## config.mk

```make
export PLATFORM = sky130hd
export DESIGN_NAME = spi_ram_slave_p
export DESIGN_NICKNAME = d
export VERILOG_FILES = /design/src/rtl/spi_ram_slave_p.sv
export SDC_FILE = /design/constraint.sdc
export NUM_CORES = 2
export LEC_CHECK = 0
export BUFFER_PORTS_ARGS = -buffer_cell sky130_fd_sc_hd__buf_2
export CORE_MARGIN = 4
export CORE_UTILIZATION = 40
export CTS_BUF_LIST = sky130_fd_sc_hd__clkbuf_2 sky130_fd_sc_hd__clkbuf_4 sky130_fd_sc_hd__clkbuf_8
export DETAILED_ROUTE_END_ITERATION = 8
export SLEW_MARGIN = 10
export SYNTH_ARGS = -nofsm -noshare
export SYNTH_HDL_FRONTEND = slang
export SYNTH_SLANG_ARGS = --single-unit
export TNS_END_PERCENT = 1
```

## constraint.sdc

```tcl
create_clock -name clk -period 4.6 [get_ports clk]
set_clock_uncertainty 0.15 [all_clocks]
set_input_delay 0.92 -clock clk [delete_from_list [all_inputs] [get_ports clk]]
set_output_delay 0.92 -clock clk [all_outputs]
set_load 0.02 [all_outputs]
```

## src/rtl/spi_ram_slave_p.sv

```systemverilog
// spi_ram_slave_p: SPI-framed RAM slave; define SPI_RAM_AUTOINC_EN for address auto-increment
module spi_ram_slave_p #(
  parameter int DATA_W    = 8,
  parameter int ADDR_W    = 8,
  parameter int MEM_DEPTH = 256
) (
  input  logic clk,
  input  logic rst,
  input  logic ss_n,
  input  logic mosi,
  output logic miso,
  output logic busy
);
  typedef enum logic [2:0] {IDLE, CMD, PAYLOAD, EXEC, TX, DONE} state_t;
  localparam logic [ADDR_W:0] DEPTH = (ADDR_W+1)'(MEM_DEPTH);
  localparam logic [5:0] LAST = 6'(DATA_W-1);
`ifdef SPI_RAM_AUTOINC_EN
  localparam bit AUTOINC = 1'b1;
`else
  localparam bit AUTOINC = 1'b0;
`endif
  state_t state, nxt;
  logic [5:0] cnt;
  logic [1:0] op;
  logic [DATA_W-1:0] pay, sh, word;
  logic [ADDR_W-1:0] wr_addr, rd_addr;
  logic armed, ex, last, wr_ok, rd_ok;
  logic [DATA_W-1:0] mem [MEM_DEPTH];
  function automatic logic [ADDR_W-1:0] inc(input logic [ADDR_W-1:0] a);
    return ({1'b0, a} + (ADDR_W+1)'(1) >= DEPTH) ? '0 : a + ADDR_W'(1);
  endfunction
  assign busy  = state != IDLE;
  assign ex    = state == EXEC && !ss_n;
  assign last  = cnt == LAST;
  assign wr_ok = {1'b0, wr_addr} < DEPTH;
  assign rd_ok = {1'b0, rd_addr} < DEPTH;
  assign word  = rd_ok ? mem[rd_addr] : '0;
  // State register
  always_ff @(posedge clk or posedge rst)
    if (rst) state <= IDLE;
    else state <= nxt;
  // Frame sequencing; ss_n high anywhere mid-frame aborts straight to IDLE
  always_comb begin
    nxt = state;
    case (state)
      IDLE:    nxt = armed && !ss_n ? CMD : IDLE;
      CMD:     nxt = ss_n ? IDLE : cnt[0] ? PAYLOAD : CMD;
      PAYLOAD: nxt = ss_n ? IDLE : last ? EXEC : PAYLOAD;
      EXEC:    nxt = ss_n ? IDLE : op == 2'b11 ? TX : DONE;
      TX:      nxt = ss_n ? IDLE : last ? DONE : TX;
      DONE:    nxt = ss_n ? IDLE : DONE;
      default: nxt = IDLE;
    endcase
  end
  // Shift registers, bit counter, serial output and address registers
  always_ff @(posedge clk or posedge rst)
    if (rst) begin
      armed   <= 1'b0;
      cnt     <= '0;
      op      <= '0;
      pay     <= '0;
      sh      <= '0;
      miso    <= 1'b0;
      wr_addr <= '0;
      rd_addr <= '0;
    end else begin
      armed   <= ss_n || (armed && state != IDLE);
      cnt     <= state != nxt ? '0 : cnt + 6'd1;
      op      <= state == CMD ? {op[0], mosi} : op;
      pay     <= state == PAYLOAD ? {pay[DATA_W-2:0], mosi} : pay;
      sh      <= ex ? word << 1 : state == TX ? sh << 1 : sh;
      miso    <= ex && op == 2'b11 ? word[DATA_W-1] : state == TX && !ss_n && !last ? sh[DATA_W-1] : 1'b0;
      wr_addr <= ex && op == 2'b00 ? pay[ADDR_W-1:0] : AUTOINC && ex && op == 2'b01 ? inc(wr_addr) : wr_addr;
      rd_addr <= ex && op == 2'b10 ? pay[ADDR_W-1:0] : AUTOINC && state == TX && !ss_n && last ? inc(rd_addr) : rd_addr;
    end
  // Memory write port; contents are never reset and out-of-range writes are dropped
  always_ff @(posedge clk)
    if (ex && op == 2'b01 && wr_ok) mem[wr_addr] <= pay;
endmodule

```

==> impl_metrics.yaml <==
floorplanning:
  core_mm2: 0.203
  io_pins: 6
  die_w_um: 460
  start_util: 0.403
  design.die.area_mm2: 0.211
  num_rows: 165
  die_h_um: 460
detailed_routing:
  wirelength_um: 224000
  antenna_left: 0
  first_iter_violations: 5762
  viasPerCell: 5.74
  drt_pass1_iterations: 5
  via_count: 41600
  drc_errors: 0
  wl_per_cell_um: 30.8
sta:
  period_share: 0.832
  tightestPinTransition_ps: 1280
  rsz0062_at_grt: "false"
  final.setup.tns_ps: 0
  hold_slack_ps: 108
  slew_headroom: 0.148
  hold_violations: 0
  period_needed_ps: 3830
  fmax_mhz: 261
  drv_slew: 0
  setup_viol: 0
hold_path:
  hp-class: "in -> async"
global_routing:
  met2_usage: 0.324
  antenna_found_initial: 10
  grt_use_met3: 0.0591
  grt_pass1_vias: 42100
  grt_max_degree: 224
  grt_first_pass_wirelength_um: 319000
  grt_overflow: 0
  grt_busiest_layer: "met2"
  grt_util_all_layers: 0.211
  grt_util_met1: 0.292
critical_path:
  crit_fanout: 41
  worst-setup-path-type: "reg -> reg"
  cp_data_arrival_time_ps: 4570
  crit_top_cell: "buf_4"
  crit_path_start_kind: "register"
  max_stage_delay_ps: 760
  end_kind: "register"
  slowest_stage: "dfrtp_4"
  crit_chain: "buf_12, buf_4, mux4_2, mux2i_1, o21ai_1, a2111oi_0, buf_4, nor3_1, nand4_1, nand3_1"
  worst-endpoint-required_ps: 5340
final_layout:
  syn2layout_area_growth_pct: 14.7
  multi_input_area_mm2: 0.0177
  final_common_cell: "edfxtp_1"
  drive_above_1_share: 0.326
  regArea_mm2: 0.0626
  nNetsFinal: 4350
  fillers: 16800
  layout_common_cells: "edfxtp_1 (2048), mux4_2 (505), buf_4 (374)"
  instances_no_fill: 7251
logic_synthesis:
  synthArstFlopShare: 0.0210
  synth_mux_area_frac: 0.166
  synth_cell_types: 70
  synth_xor_area_frac: 0.000429
  syn_nets: 3808
  synth_top_family_by_area: "multiplexers"
  synth_edf_count: 2048
  synth-seq-area-share: 0.767
  syn_area_per_cell_um2: 21.5
  synth-seq-cells: 2092
  synth_compound_area_frac: 0.0216
  yosys.area_share.simple: 0.0290
  syn_area_mm2: 0.0816
  synth_warnings: 0
  netlist_instances: 3803
  synth_ff_type: "edfxtp_1"
  synthAdderAreaFrac: 0.000153
clock_network:
  h-tree-depth: 5
  clock-root-buffer: "clkbuf_8"
  cts_num_sinks: 2092
  ctsLongestPathBuffers: 4
  clk_pin_slew_ps: 70
  clk_latency_ps: 1010
  cts_tree: "built"
  numCtsBuffers: 349
  postCtsSetupBuffers: 0
run:
  maxCapViolCount: 0
power_and_ir_drop:
  peakVddDrop_mv: 0.404
  p_leak_nw: 28.9
  power_density_mw_per_mm2: 485
placement:
  place_congestion: 0.947
  place_inst: 6665
  io_buffers: 5
  hpwl_um: 137000
outcome:
  outcome: "finished, final reports clean"
state kept, by name (all words and copies together) (netlist names), 2 cells and up:
signal and count:
mem 2048, rd_addr 8, sh 7, state 3, cnt 6, op 2
wr_addr 8, pay 8
Yosys cell counts (3+ instances only):
library cell,count,area [um^2]
a211o_1,5,43.8
or4_1,4,30.0
buf_4,36,270
nor2_1,319,1200
o211ai_1,7,52.6
buf_2,50,250
a221oi_1,12,105
mux4_2,505,11400
a2111oi_0,9,78.8
nand4b_1,3,26.3
o21ai_0,15,75.1
nor2b_1,27,169
buf_6,25,282
inv_1,5,18.8
mux2_2,40,450
buf_1,15,56.3
a22oi_1,33,248
or3_1,4,25.0
nand4_1,4,25.0
buf_8,3,45.0
a221o_1,4,40.0
and3_1,4,25.0
clkbuf_1,86,323
a21oi_1,37,185
o221ai_1,20,175
nand2b_1,12,75.1
or2_2,5,31.3
and2_1,6,37.5
mux4_1,19,499
a31oi_1,7,43.8
nand2_1,90,338
o21ai_1,6,30.0
buf_12,3,60.1
dfrtp_1,44,1100
a22o_1,6,52.6
a211oi_1,16,120
edfxtp_1,2048,61500
nor3_1,16,80.1
mux2i_1,120,1200
nor4_1,10,62.6
o22ai_1,44,275
nand3_1,37,185
critical path, delay by kind of cell, from the launching register on:
| family | cells | cell delay, ps |
|---|---|---|
| buffers and inverters | 3 | 920 |
| muxes | 2 | 870 |
| DFF | 1 | 760 |
| AOI/OAI and AO/OA | 2 | 590 |
| and+or+nand+nor | 3 | 330 |
metrics by stage:
stage | util | setup slack, ps | power, mW | area [um^2]
5_1_grt | 0.462 | 609 | 47.0 | 93600
6_report | 0.462 | 771 | 45.4 | 93600
3_5_place_dp | 0.431 | 630 | 30.3 | 87200
2_1_floorplan | - | 427 | 27.8 | 81600
3_3_place_gp | 0.431 | 671 | 30.2 | 87200
4_1_cts | 0.462 | 827 | 45.7 | 93600
report_power, final:
group	internal [mW]	switching, mW	leakage (nW)
combinational	2.19	4.19	6.39
sequential	22.8	0.709	19.1
clock	8.28	7.23	3.37
total	33.3	12.1	28.9
repair_timing:
item	CTS	global route
hold endpoints to repair	4	0
gates resized for setup	0	0
hold buffers	1	0
area by class of cell:
| cell class | count | share of cell area |
|---|---|---|
| Timing Repair Buffer | 411 | 0.0370 |
| Sequential cell | 2092 | 0.669 |
| Antenna cell | 3 | 0.0000802 |
| Clock buffer | 465 | 0.0615 |
| Multi-Input combinational cell | 1484 | 0.190 |
| Inverter | 7 | 0.000307 |
| Tap cell | 2672 | 0.0357 |
| Clock inverter | 117 | 0.00648 |
final timing paths:
kind	startpoint	slack, ps	cells past startpoint	end
setup / recovery	rd_addr[0]$_DFFE_PP0P_	770	10	sh[3]$_DFFE_PP0P_
hold / removal	rst	110	2	cnt[5]$_DFF_PP0_
setup reg to reg	rd_addr[0]$_DFFE_PP0P_	770	10	sh[3]$_DFFE_PP0P_
hold reg to reg	armed$_DFF_PP0_	360	1	armed$_DFF_PP0_
max in group asynchronous	rst	3360	2	pay[5]$_DFFE_PP0P_
min in group clk	mosi	130	2	pay[0]$_DFFE_PP0P_
routing by layer:
| layer | wire [um] | vias up |
|---|---|---|
| li1 | - | 17000 |
| met1 | 89500 | 21900 |
| met2 | 103000 | 2183 |
| met3 | 22800 | 439 |
| met4 | 8000 | 4 |
| met5 | 158 | - |
cells by family (layout without fill, tap and decap cells):
family                   Yosys count  count (layout)
AND/OR/NAND/NOR                  548             548
XOR/XNOR                           4               4
adder cells (fa/ha/maj)            1               1
other                              0               3
flip-flops                      2092            2092
multiplexers                     684             684
AO/OA/AOI/OAI                    247             247
buffers and inverters            227            1000
Power figures use the tool's default switching activity.
